## config.mk

```make
export PLATFORM = sky130hd
export DESIGN_NAME = alu_op_encoder
export DESIGN_NICKNAME = d
export VERILOG_FILES = /design/src/rtl/alu_pkg.sv /design/src/rtl/alu_cmd_fifo.sv /design/src/rtl/alu_op_encoder.sv
export SDC_FILE = /design/constraint.sdc
export NUM_CORES = 1
export LEC_CHECK = 0
export BUFFER_PORTS_ARGS = -buffer_cell sky130_fd_sc_hd__buf_2
export CAP_MARGIN = 20
export CORE_ASPECT_RATIO = 2
export CORE_MARGIN = 8
export CORE_UTILIZATION = 35
export CTS_CLUSTER_SIZE = 25
export DETAILED_ROUTE_END_ITERATION = 10
export GPL_TIMING_DRIVEN = 0
export PLACE_DENSITY = 0.51
export SLEW_MARGIN = 20
export SYNTH_ARGS = -nofsm -noshare
export SYNTH_HDL_FRONTEND = slang
export SYNTH_HIERARCHICAL = 1
export SYNTH_SLANG_ARGS = --single-unit
export TNS_END_PERCENT = 5
```

## constraint.sdc

```tcl
create_clock -name clk -period 3.4 [get_ports clk]
set_input_delay 0.85 -clock clk [delete_from_list [all_inputs] [get_ports clk]]
set_output_delay 0.85 -clock clk [all_outputs]
set_load 0.05 [all_outputs]
```

## src/rtl/alu_pkg.sv

```systemverilog
// Shared ALU control/opcode definitions and encode helpers for the issue side.
package alu_pkg;

  localparam int unsigned CTRL_W = 4;
  localparam int unsigned OPC_W  = 3;

  typedef enum logic [CTRL_W-1:0] {
    CTRL_ADD = 4'b0000,
    CTRL_SUB = 4'b0001,
    CTRL_AND = 4'b0010,
    CTRL_OR  = 4'b0011,
    CTRL_XOR = 4'b0100,
    CTRL_SLT = 4'b0101,
    CTRL_NOP = 4'b1111
  } alu_ctrl_e;

  typedef enum logic [OPC_W-1:0] {
    OP_ADD = 3'b000,
    OP_SUB = 3'b001,
    OP_AND = 3'b010,
    OP_OR  = 3'b011,
    OP_XOR = 3'b100,
    OP_SLT = 3'b101
  } alu_opcode_e;

  // NOP is consumed silently by the encoder.
  function automatic logic is_nop(input logic [CTRL_W-1:0] ctrl);
    return ctrl == CTRL_NOP;
  endfunction

  // Only the six real ALU operations are forwarded to the decoder.
  function automatic logic is_legal(input logic [CTRL_W-1:0] ctrl);
    return ctrl <= CTRL_W'(CTRL_SLT);
  endfunction

  // Control code to decoder opcode; non-legal codes never reach the FIFO.
  function automatic alu_opcode_e encode(input logic [CTRL_W-1:0] ctrl);
    case (ctrl)
      CTRL_ADD: return OP_ADD;
      CTRL_SUB: return OP_SUB;
      CTRL_AND: return OP_AND;
      CTRL_OR:  return OP_OR;
      CTRL_XOR: return OP_XOR;
      CTRL_SLT: return OP_SLT;
      default:  return OP_ADD;
    endcase
  endfunction

endpackage

```

## src/rtl/alu_cmd_fifo.sv

```systemverilog
// Synchronous FIFO holding encoded commands; registered read, no fall-through.
module alu_cmd_fifo #(
  parameter int unsigned W     = 67,
  parameter int unsigned DEPTH = 4
) (
  input  logic                     clk,
  input  logic                     rst_n,
  input  logic                     push,
  input  logic                     pop,
  input  logic [W-1:0]             din,
  output logic [W-1:0]             dout,
  output logic [$clog2(DEPTH):0]   level,
  output logic                     full,
  output logic                     empty
);

  localparam int unsigned PTR_W = $clog2(DEPTH);
  localparam int unsigned LVL_W = PTR_W + 1;

  logic [W-1:0]     mem [DEPTH];
  logic [PTR_W-1:0] wr_ptr;
  logic [PTR_W-1:0] rd_ptr;
  logic             do_push;
  logic             do_pop;

  assign full    = (level == LVL_W'(DEPTH));
  assign empty   = (level == '0);
  assign do_push = push && !full;
  assign do_pop  = pop && !empty;
  assign dout    = mem[rd_ptr];

  // Storage write; contents are don't-care until covered by level.
  always_ff @(posedge clk) begin
    if (do_push) begin
      mem[wr_ptr] <= din;
    end
  end

  // Pointers wrap naturally at DEPTH (power of two); level tracks occupancy.
  always_ff @(posedge clk) begin
    if (!rst_n) begin
      wr_ptr <= '0;
      rd_ptr <= '0;
      level  <= '0;
    end else begin
      if (do_push) wr_ptr <= wr_ptr + PTR_W'(1);
      if (do_pop)  rd_ptr <= rd_ptr + PTR_W'(1);
      case ({do_push, do_pop})
        2'b10:   level <= level + LVL_W'(1);
        2'b01:   level <= level - LVL_W'(1);
        default: level <= level;
      endcase
    end
  end

endmodule

```

## src/rtl/alu_op_encoder.sv

```systemverilog
// Encodes ALU control codes into decoder opcodes, buffers them, and tracks stats.
module alu_op_encoder
  import alu_pkg::*;
#(
  parameter int unsigned DATA_W = 32,
  parameter int unsigned DEPTH  = 4,
  parameter int unsigned CNT_W  = 16
) (
  input  logic                   clk,
  input  logic                   rst_n,
  input  logic                   in_valid,
  output logic                   in_ready,
  input  logic [3:0]             in_ctrl,
  input  logic [DATA_W-1:0]      in_a,
  input  logic [DATA_W-1:0]      in_b,
  output logic                   out_valid,
  input  logic                   out_ready,
  output logic [2:0]             out_opcode,
  output logic [DATA_W-1:0]      out_a,
  output logic [DATA_W-1:0]      out_b,
  output logic [$clog2(DEPTH):0] level,
  output logic                   illegal_pulse,
  output logic [CNT_W-1:0]       issued_cnt,
  output logic [CNT_W-1:0]       illegal_cnt
);

  localparam int unsigned ENTRY_W = OPC_W + 2 * DATA_W;

  logic [ENTRY_W-1:0] fifo_din;
  logic [ENTRY_W-1:0] fifo_dout;
  logic               fifo_full;
  logic               fifo_empty;
  logic               accept;
  logic               push;
  logic               pop;
  logic               illegal;

  // Handshakes derive from registered occupancy only; both are held low in reset.
  assign in_ready  = rst_n && !fifo_full;
  assign out_valid = rst_n && !fifo_empty;

  assign accept   = in_valid && in_ready;
  assign push     = accept && is_legal(in_ctrl);
  assign illegal  = accept && !is_legal(in_ctrl) && !is_nop(in_ctrl);
  assign pop      = out_valid && out_ready;
  assign fifo_din = {OPC_W'(encode(in_ctrl)), in_a, in_b};

  // Head entry is exposed only while valid so an empty buffer presents zeros.
  assign out_opcode = out_valid ? fifo_dout[ENTRY_W-1 -: OPC_W]        : '0;
  assign out_a      = out_valid ? fifo_dout[2*DATA_W-1 -: DATA_W]      : '0;
  assign out_b      = out_valid ? fifo_dout[DATA_W-1:0]                : '0;

  alu_cmd_fifo #(
    .W     (ENTRY_W),
    .DEPTH (DEPTH)
  ) u_fifo (
    .clk   (clk),
    .rst_n (rst_n),
    .push  (push),
    .pop   (pop),
    .din   (fifo_din),
    .dout  (fifo_dout),
    .level (level),
    .full  (fifo_full),
    .empty (fifo_empty)
  );

  // One-cycle illegal flag plus saturating issue/illegal statistics.
  always_ff @(posedge clk) begin
    if (!rst_n) begin
      illegal_pulse <= 1'b0;
      issued_cnt    <= '0;
      illegal_cnt   <= '0;
    end else begin
      illegal_pulse <= illegal;
      if (pop && (issued_cnt != '1)) begin
        issued_cnt <= issued_cnt + CNT_W'(1);
      end
      if (illegal && (illegal_cnt != '1)) begin
        illegal_cnt <= illegal_cnt + CNT_W'(1);
      end
    end
  end

endmodule

```

==> results of run 1 <==
[cell usage after synthesis, types with 3 or more instances]
cell type,number,area share (%)
buf_2,6,0.24
mux4_2,67,12
nor4_1,4,0.20
or4_1,10,0.61
buf_4,3,0.18
and4_1,9,0.64
nor3b_1,4,0.24
ha_1,7,0.71
o211ai_1,3,0.18
mux2i_1,7,0.57
dfxtp_1,42,6.8
edfxtp_1,268,65
o311ai_0,5,0.35
nor2_1,4,0.12
inv_1,10,0.30
clkbuf_1,12,0.36
nand3_1,9,0.36
a21oi_1,16,0.65
nand2_1,23,0.70
buf_12,4,0.65
nand4_1,11,0.56
and2_1,75,3.8
or3_1,5,0.25
o41ai_1,5,0.35
o21ai_0,9,0.36
buf_1,3,0.091
o31ai_1,13,0.79
[worst reg2reg max path, stage by stage, from the launching register on]
cell and delay [ns]:
dfxtp_1 0.46, nor3_2 0.11, and2b_2 0.32, nand2_2 0.16, inv_2 0.22, nor2b_1 0.24
ha_1 0.23, inv_1 0.06, fa_1 0.38, xor2_1 0.16, or3_1 0.30, a21boi_0 0.16
[sequential cells by signal (all words and copies together) (netlist names), named ones only]
signal	flops
illegal_cnt	16
u_fifo/mem	268
issued_cnt	16
u_fifo/rd_ptr	2
u_fifo/level	3
u_fifo/wr_ptr	2
illegal_pulse	1
[per-layer routing]
layer	GRT usage [%]	part of all wire (%)	wire length (µm)
met5	0	0	0
met4	3.72	1.8	539
met3	2.75	5.2	1530
met2	27.4	57	16700
met1	14.7	36	10700
[power breakdown]
group / switching [mW] / internal [mW] / leakage [nW] / total (mW)
clock network: 1.35 / 1.64 / 0.413 / 2.99
logic: 0.194 / 0.0925 / 1.93 / 0.287
registers: 0.0101 / 4.16 / 2.76 / 4.17
[through the flow]
| step | instances | hold slack (ns) | area (µm²) |
|---|---|---|---|
| final | 1354 | 0.487 | 14800 |
| after global routing | 1353 | 0.502 | 14800 |
| after CTS | 1352 | 0.489 | 14800 |
| after detailed placement | 1300 | 0.480 | 13900 |
| after global placement | 1294 | 0.472 | 13800 |
| after floorplan | 673 | 0.453 | 12400 |
[cell families after synthesis]
| family | after synthesis | share of synthesized area (%) |
|---|---|---|
| adder cells (fa/ha/maj) | 8 | 0.870 |
| buffers and inverters | 42 | 2.02 |
| AO/OA/AOI/OAI | 62 | 3.39 |
| XOR/XNOR | 3 | 0.213 |
| multiplexers | 74 | 12.8 |
| AND/OR/NAND/NOR | 174 | 8.85 |
| flip-flops | 310 | 71.9 |
[how the worst max path moves through the flow]
stage	to	slack, ns
after floorplan	u_fifo/mem[3][0]	-0.12
after global placement	u_fifo/mem[0][19]	-1.93
after detailed placement	out_b[3]	-0.37
after CTS	out_b[3]	0.001
after global routing	out_b[3]	0.0004
final	out_b[3]	0.17
[layout make-up]
cell class	instances	area [µm²]
inverter	12	46.3
fill	3212	20100
tap	445	557
multi-input combinational	321	3240
clock buffer	36	752
buffer	30	220
antenna	2	5.00
timing repair buffer	182	1010
clock inverter	16	103
sequential	310	8890
==> flow_summary_export.csv, run 1 <==
group,metric,value,unit
yosys,ys_ff_latch,310,
global_route,antenna_found_initial,3,
routing,vias,6809,
setup_path,path_class,"reg -> out",
final_layout,drive_above_1_share,35.4,%
place,pre_cts_ws,-0.373,ns
clock_tree,cts_max_path_buffers,3,
sta,finalCriticalPeriod,3.23,ns
power_and_ir_drop,cellPowerDensity,502,nW/µm²
floorplan,dieHeight,282,µm
setup_path,r2r_start,"u_fifo/level[1]",
clock_tree,cts.clk_slew.worst_paths,0.06,ns
setup_path,cp.depth,6,
clock_tree,postCtsResizedCells,10,
global_route,grt_overflow_total,0,
yosys,syn_inst,673,
clock_tree,clock_insertion_delay_worst_skew,0.54,ns
floorplan,std_cell_rows,97,
power_and_ir_drop,ir_drop,354,µV
worst_hold_path,min_delay_path_depth,2,
worst_hold_path,worstHoldStart,"u_fifo/rd_ptr[0]",
worst_hold_path,hold_class,"reg -> reg",
clock_tree,clock-sinks,310,
sta,relSlewSlack,51.2,%
sta,period_share,95.0,%
final_layout,layout_commonest_cell,"edfxtp_1",
routing,routedWlPerCell,21.8,µm
job,drv_cap,0,
routing,routed_wl,29500,µm
final_layout,final_nets,966,
routing,dr.first_iter.drc_count,224,
clock_tree,cts_made_buffers,29,
sta,fmax,0.309,GHz
yosys,yosys_warnings,6,
clock_tree,htreeDepth,1,
sta,rsz0062_at_grt,"false",
run_status,status,"complete, no violations",
setup_path,slowest_delay,0.37,ns
global_route,grt_pass1_vias,7449,
power_and_ir_drop,p_total,7.45,mW
setup_path,worstReg2RegEnd,"u_fifo/level[2]",
sta,setup_violations,0,
yosys,synth_edf_count,268,
clock_tree,cts-root-buf,"clkbuf_16",
setup_path,endpoint_kind,"output port",
setup_path,required,2.55,ns
setup_path,cp_slowest_cell,"dfxtp_1",
global_route,grtUsageTotal,14.0,%
routing,remaining_drc_errors,0,
clock_tree,cts_setup_buffers,0,
place,dpl.hpwl,20200,µm
sta,drv_slew,0,
setup_path,reg2regPathDepth,11,
floorplan,core,35000,µm²
sta,hold_violations,0,
setup_path,crit_family,"simple AND/OR/NAND/NOR gates",
floorplan,die_w,149,µm
global_route,grt_first_pass_wirelength,45100,µm
final_layout,final_util,42.4,%
yosys,synth-main-ff-cell,"edfxtp_1",
setup_path,worstPathArrival,2.38,ns
setup_path,path_cells,"nor3_2 -> and2b_2 -> buf_4 -> clkbuf_4 -> and2_1 -> buf_2",
power_and_ir_drop,leakage,5.10,nW
routing,ant_nets,0,
yosys,synth_area,12400,µm²
yosys,synth_cell_types,57,
sta,clock_skew,0.00935,ns
yosys,yosysSeqAreaShare,71.9,%
sta,tightest_slew,0.732,ns
place,port-buffer-count,176,
setup_path,critPathBufInv,3,
global_route,grt_max_degree,42,
setup_path,startpoint,"u_fifo/level[0]",
setup_path,cp-start-kind,"register",
floorplan,die-area,42000,µm²
yosys,async_flop_share,0,%
final_layout,final_cell_mix,"edfxtp_1, buf_2, and2_1",
clock_tree,cts_tree,"done",
floorplan,start_util,35.4,%
setup_path,rrSetupSlack,0.53,ns
yosys,postSynthAreaPerCell,18.4,µm²
clock_tree,cts_hold_buf,0,
floorplan,ios,177,
sta,tns,0,ns
setup_path,critPathMaxFanout,10,
routing,drtPass1Iterations,4,
final_layout,syn_to_final_growth,19.8,%
routing,via_per_inst,5.03,
place,gp_congestion,0.752,
yosys,synthesis.nets,753,
sta,setup_slack,0.169,ns
No activity file was read; power rests on OpenSTA's default activity.
==> run 2, diff against run 1 <==
--- a/config.mk
+++ b/config.mk
@@ -10,6 +10,7 @@
 export CORE_ASPECT_RATIO = 2
 export CORE_MARGIN = 8
 export CORE_UTILIZATION = 35
+export CTS_CLUSTER_DIAMETER = 100
 export CTS_CLUSTER_SIZE = 25
 export DETAILED_ROUTE_END_ITERATION = 10
 export GPL_TIMING_DRIVEN = 0
==> constraint.sdc (replaced) <==
create_clock -name clk -period 3.4 [get_ports clk]
set_input_delay 0.34 -clock clk [delete_from_list [all_inputs] [get_ports clk]]
set_output_delay 0.34 -clock clk [all_outputs]
set_load 0.05 [all_outputs]
==> flow_summary_export.csv, run 2 (synthesis gave the netlist of run 1 again) <==
group,metric,value,unit
sta,tns,0,ns
worst_hold_path,hold_class,"in -> reg",
clock_tree,clock-sinks,310,
final_layout,final_cells,1328,
setup_path,required,3.82,ns
place,dp_cells,1300,
clock_tree,clock_insertion_delay_worst_skew,0.51,ns
setup_path,endpoint_kind,"register",
place,dpl_cell_area,13900,µm²
global_route,grt_max_degree,42,
global_route,grtUsageTotal,13.9,%
setup_path,path_cells,"nor3_2 -> and2b_4 -> nand2_2 -> inv_2 -> nor2b_1 -> ha_1 -> inv_1 -> fa_1 -> xor2_1 -> or3_1 -> a21boi_0",
routing,remaining_drc_errors,0,
global_route,grt_first_pass_wirelength,44500,µm
job,drv_cap,0,
clock_tree,htreeDepth,1,
sta,setup_violations,0,
global_route,grt_overflow_total,0,
final_layout,fin_area,14400,µm²
setup_path,path_class,"reg -> reg",
place,gp_congestion,0.752,
sta,hold_violations,0,
clock_tree,cts_max_path_buffers,3,
floorplan,dieHeight,282,µm
sta,relSlewSlack,51.6,%
global_route,grt_pass1_vias,7323,
setup_path,slowest_delay,0.47,ns
floorplan,std_cell_rows,97,
global_route,antenna_found_initial,3,
place,pre_cts_ws,0.497,ns
place,port-buffer-count,176,
final_layout,drive_above_1_share,33.2,%
power_and_ir_drop,p_total,6.57,mW
final_layout,final_nets,952,
final_layout,multi_input_area,3240,µm²
power_and_ir_drop,leakage,4.89,nW
floorplan,die-area,42000,µm²
routing,via_per_inst,5.05,
sta,tightest_slew,0.725,ns
power_and_ir_drop,cellPowerDensity,456,nW/µm²
final_layout,final_cell_mix,"edfxtp_1, buf_2, and2_1",
final_layout,reg_top3,"u_fifo/mem x268, illegal_cnt x16, issued_cnt x16",
clock_tree,cts_setup_buffers,0,
clock_tree,cts_tree,"done",
sta,period_share,90.0,%
final_layout,layout_commonest_cell,"edfxtp_1",
sta,setup_slack,0.340,ns
setup_path,worstPathArrival,3.49,ns
final_layout,regArea,8890,µm²
sta,drv_slew,0,
floorplan,start_util,35.4,%
place,dpl.hpwl,20200,µm
sta,rsz0062_at_grt,"false",
setup_path,cp_slowest_cell,"dfxtp_1",
routing,routed_wl,29100,µm
setup_path,critPathBufInv,2,
clock_tree,cts_made_buffers,16,
sta,finalCriticalPeriod,3.06,ns
setup_path,crit_family,"simple AND/OR/NAND/NOR gates",
routing,ant_nets,0,
floorplan,core,35000,µm²
run_status,status,"complete, no violations",
clock_tree,cts-root-buf,"clkbuf_16",
setup_path,critPathMaxFanout,15,
floorplan,ios,177,
routing,drtPass1Iterations,4,
clock_tree,cts.clk_slew.worst_paths,0.10,ns
routing,dr.first_iter.drc_count,271,
floorplan,die_w,149,µm
final_layout,fillers,3236,
final_layout,syn_to_final_growth,16.6,%
setup_path,cp-start-kind,"register",
routing,vias,6701,
final_layout,largest_reg_flops,268,
final_layout,top_register,"u_fifo/mem",
sta,fmax,0.327,GHz
routing,routedWlPerCell,21.9,µm
power_and_ir_drop,ir_drop,277,µV
sta,clock_skew,0.0271,ns
[run 2: changes by cell type in the layout (fill, tap and decap cells not counted), moves of 2 or more]
| cell | change |
|---|---|
| clkbuf_1 | +8 |
| clkbuf_2 | -3 |
| clkbuf_16 | -12 |
| clkinv_2 | -7 |
| clkinvlp_4 | -2 |
| clkinv_1 | -5 |
| clkbuf_4 | -3 |
[run 2: per-layer routing]
layer  share of wire (%)  GRT usage (%)
met2                  57           27.3
met1                  37           14.7
met3                 5.1           2.65
met4                 1.3           3.25
met5                   0              0
[run 2: final timing paths]
kind                          from                end  slack [ns]  cells past startpoint
setup / recovery   u_fifo/level[1]    u_fifo/level[2]        0.34                     11
hold / removal            in_a[21]  u_fifo/mem[0][53]        0.04                      1
hold reg to reg   u_fifo/rd_ptr[0]           register        0.50                      2
setup reg to reg   u_fifo/level[1]    u_fifo/level[2]        0.34                     11
[run 2: layout make-up]
cell class	instances	share of cell area (%)
sequential	310	61.6
multi-input combinational	321	22.5
timing repair buffer	182	6.99
tap	445	3.86
clock buffer	27	3.21
buffer	29	1.40
inverter	12	0.312
clock inverter	1	0.113
antenna	1	0.0174
[run 2: where the power goes]
part / switching [mW] / internal (mW) / total, mW
registers: 0.0100 / 4.15 / 4.16
logic: 0.193 / 0.0910 / 0.284
clock network: 1.17 / 0.956 / 2.12
total: 1.37 / 5.20 / 6.57
[run 2: what timing repair did]
action                     CTS  global route
resized for setup            0             1
setup endpoints to repair   12             1
hold buffers                 0             0
pin swaps                    0             0
[run 2: metrics by stage]
| step | utilization, % | hold slack, ns |
|---|---|---|
| final | 41.3 | 0.0358 |
| after CTS | 41.2 | 0.00319 |
| after detailed placement | 39.9 | 0.480 |
| after global placement | 39.5 | 0.472 |
| after floorplan | - | 0.439 |
| after global routing | 41.2 | 0.00979 |
==> run 3, diff against run 2 <==
--- a/config.mk
+++ b/config.mk
@@ -13,7 +13,6 @@
 export CTS_CLUSTER_DIAMETER = 100
 export CTS_CLUSTER_SIZE = 25
 export DETAILED_ROUTE_END_ITERATION = 10
-export GPL_TIMING_DRIVEN = 0
 export PLACE_DENSITY = 0.51
 export SLEW_MARGIN = 20
 export SYNTH_ARGS = -nofsm -noshare
==> flow_summary_export.csv, run 3 (synthesis gave the netlist of run 1 again) <==
group,metric,value,unit
run_status,status,"complete, no violations",
place,dp_cells,1284,
sta,tns,0,ns
power_and_ir_drop,cellPowerDensity,458,nW/µm²
floorplan,die-area,42000,µm²
floorplan,std_cell_rows,97,
sta,relSlewSlack,45.6,%
final_layout,largest_reg_flops,268,
sta,tightest_slew,0.811,ns
final_layout,multi_input_area,3240,µm²
global_route,grt_first_pass_wirelength,43200,µm
routing,ant_nets,0,
sta,clock_skew,0.0156,ns
final_layout,drive_above_1_share,33.9,%
power_and_ir_drop,switchingPower,1.37,mW
sta,rsz0062_at_grt,"false",
job,drv_cap,0,
clock_tree,cts.clk_slew.worst_paths,0.10,ns
setup_path,required,3.06,ns
floorplan,start_util,35.4,%
clock_tree,cts-root-buf,"clkbuf_16",
global_route,grt_overflow_total,0,
place,dpl.hpwl,19400,µm
global_route,grtUsageTotal,13.5,%
routing,wl_met3,1460,µm
final_layout,final_cells,1316,
worst_hold_path,hold_class,"in -> reg",
power_and_ir_drop,switching_share,20.8,%
floorplan,core,35000,µm²
final_layout,fillers,3245,
clock_tree,cts_max_path_buffers,3,
final_layout,reg_top3,"u_fifo/mem x268, illegal_cnt x16, issued_cnt x16",
setup_path,endpoint_kind,"output port",
sta,period_share,81.2,%
global_route,grt_max_degree,69,
final_layout,syn_to_final_growth,15.9,%
power_and_ir_drop,internal_power,5.20,mW
routing,drtPass1Iterations,4,
routing,via_per_inst,5.07,
routing,met2_length,15900,µm
power_and_ir_drop,p_total,6.56,mW
routing,top_layer_used,"met5",
clock_tree,clock_insertion_delay_worst_skew,0.50,ns
clock_tree,clock-sinks,310,
clock_tree,cts_made_buffers,16,
routing,remaining_drc_errors,0,
setup_path,critPathMaxFanout,68,
final_layout,layout_commonest_cell,"edfxtp_1",
final_layout,top_register,"u_fifo/mem",
routing,dr.first_iter.drc_count,298,
sta,drv_slew,0,
final_layout,final_cell_mix,"edfxtp_1, buf_2, and2_1",
clock_tree,htreeDepth,1,
routing,routedWlPerCell,21.6,µm
clock_tree,cts_hold_buf,0,
floorplan,die_w,149,µm
power_and_ir_drop,ir_drop,325,µV
sta,finalCriticalPeriod,2.76,ns
setup_path,cp-start-kind,"register",
sta,hold_violations,0,
final_layout,fin_area,14300,µm²
power_and_ir_drop,p_comb_share,4.3,%
power_and_ir_drop,clock_power_share,32.3,%
clock_tree,cts_tree,"done",
routing,m1WireLength,10500,µm
routing,vias,6669,
routing,routed_wl,28400,µm
place,port-buffer-count,176,
global_route,grt_pass1_vias,7163,
sta,fmax,0.362,GHz
clock_tree,postCtsResizedCells,0,
setup_path,worstPathArrival,2.42,ns
floorplan,ios,177,
power_and_ir_drop,p_seq_share,63.4,%
setup_path,path_class,"reg -> out",
floorplan,dieHeight,282,µm
final_layout,regArea,8900,µm²
place,dpl_cell_area,13800,µm²
sta,setup_violations,0,
clock_tree,cts_setup_buffers,0,
sta,setup_slack,0.639,ns
global_route,antenna_found_initial,9,
place,gp_congestion,0.733,
final_layout,final_nets,937,
power_and_ir_drop,leakage,4.86,nW
place,pre_cts_ws,0.712,ns
[run 3: changes by cell type in the layout (fill, tap and decap cells not counted), sizes merged]
cell,before,now
diode,1,4
clkbuf,39,27
buf,199,196
[run 3: power groups by stage]
stage	clock (mW)	combinational (mW)	sequential (mW)
after detailed placement	0	0.291	4.25
after global placement	0	0.290	4.25
after CTS	2.23	0.292	4.16
after floorplan	0	0.144	4.26
final	2.12	0.283	4.16
after global routing	2.32	0.308	4.17
[run 3: worst paths after layout]
path / startpoint / end / slack (ns) / cells after the start
worst max register to register: u_fifo/level[0] / u_fifo/level[2] / 0.73 / 11
worst min-delay path: in_b[6] / u_fifo/mem[1][6] / 0.05 / 1
worst max-delay path: u_fifo/level[0] / out_b[9] / 0.64 / 5
worst min register to register: u_fifo/rd_ptr[0] / register / 0.51 / 2
[run 3: final cells by class]
type	count	share of cell area (%)
Antenna cell	4	0.0699
Inverter	12	0.314
Tap cell	445	3.89
Timing Repair Buffer	196	7.72
Clock buffer	27	3.23
Multi-Input combinational cell	321	22.6
Clock inverter	1	0.114
Sequential cell	310	62.1
[run 3: routing by layer]
layer	global-route usage, %	up-vias
met3	2.72	32
met1	14.3	3392
met5	0	-
met4	3.96	4
met2	25.9	164
li1	-	3077
[run 3: critical path, stage by stage, from the launching register on]
cell and delay (ns):
dfxtp_1 0.43, nor3_2 0.09, and2b_2 0.23, buf_4 0.50
and2_1 0.30, buf_2 0.30
[run 3: stage by stage]
stage,util (%),hold slack [ns]
finish,41.0,0.0474
global route,41.0,0.0247
CTS,41.0,0.0136
detailed placement,39.6,0.494
global placement,39.6,0.490
floorplan,-,0.439
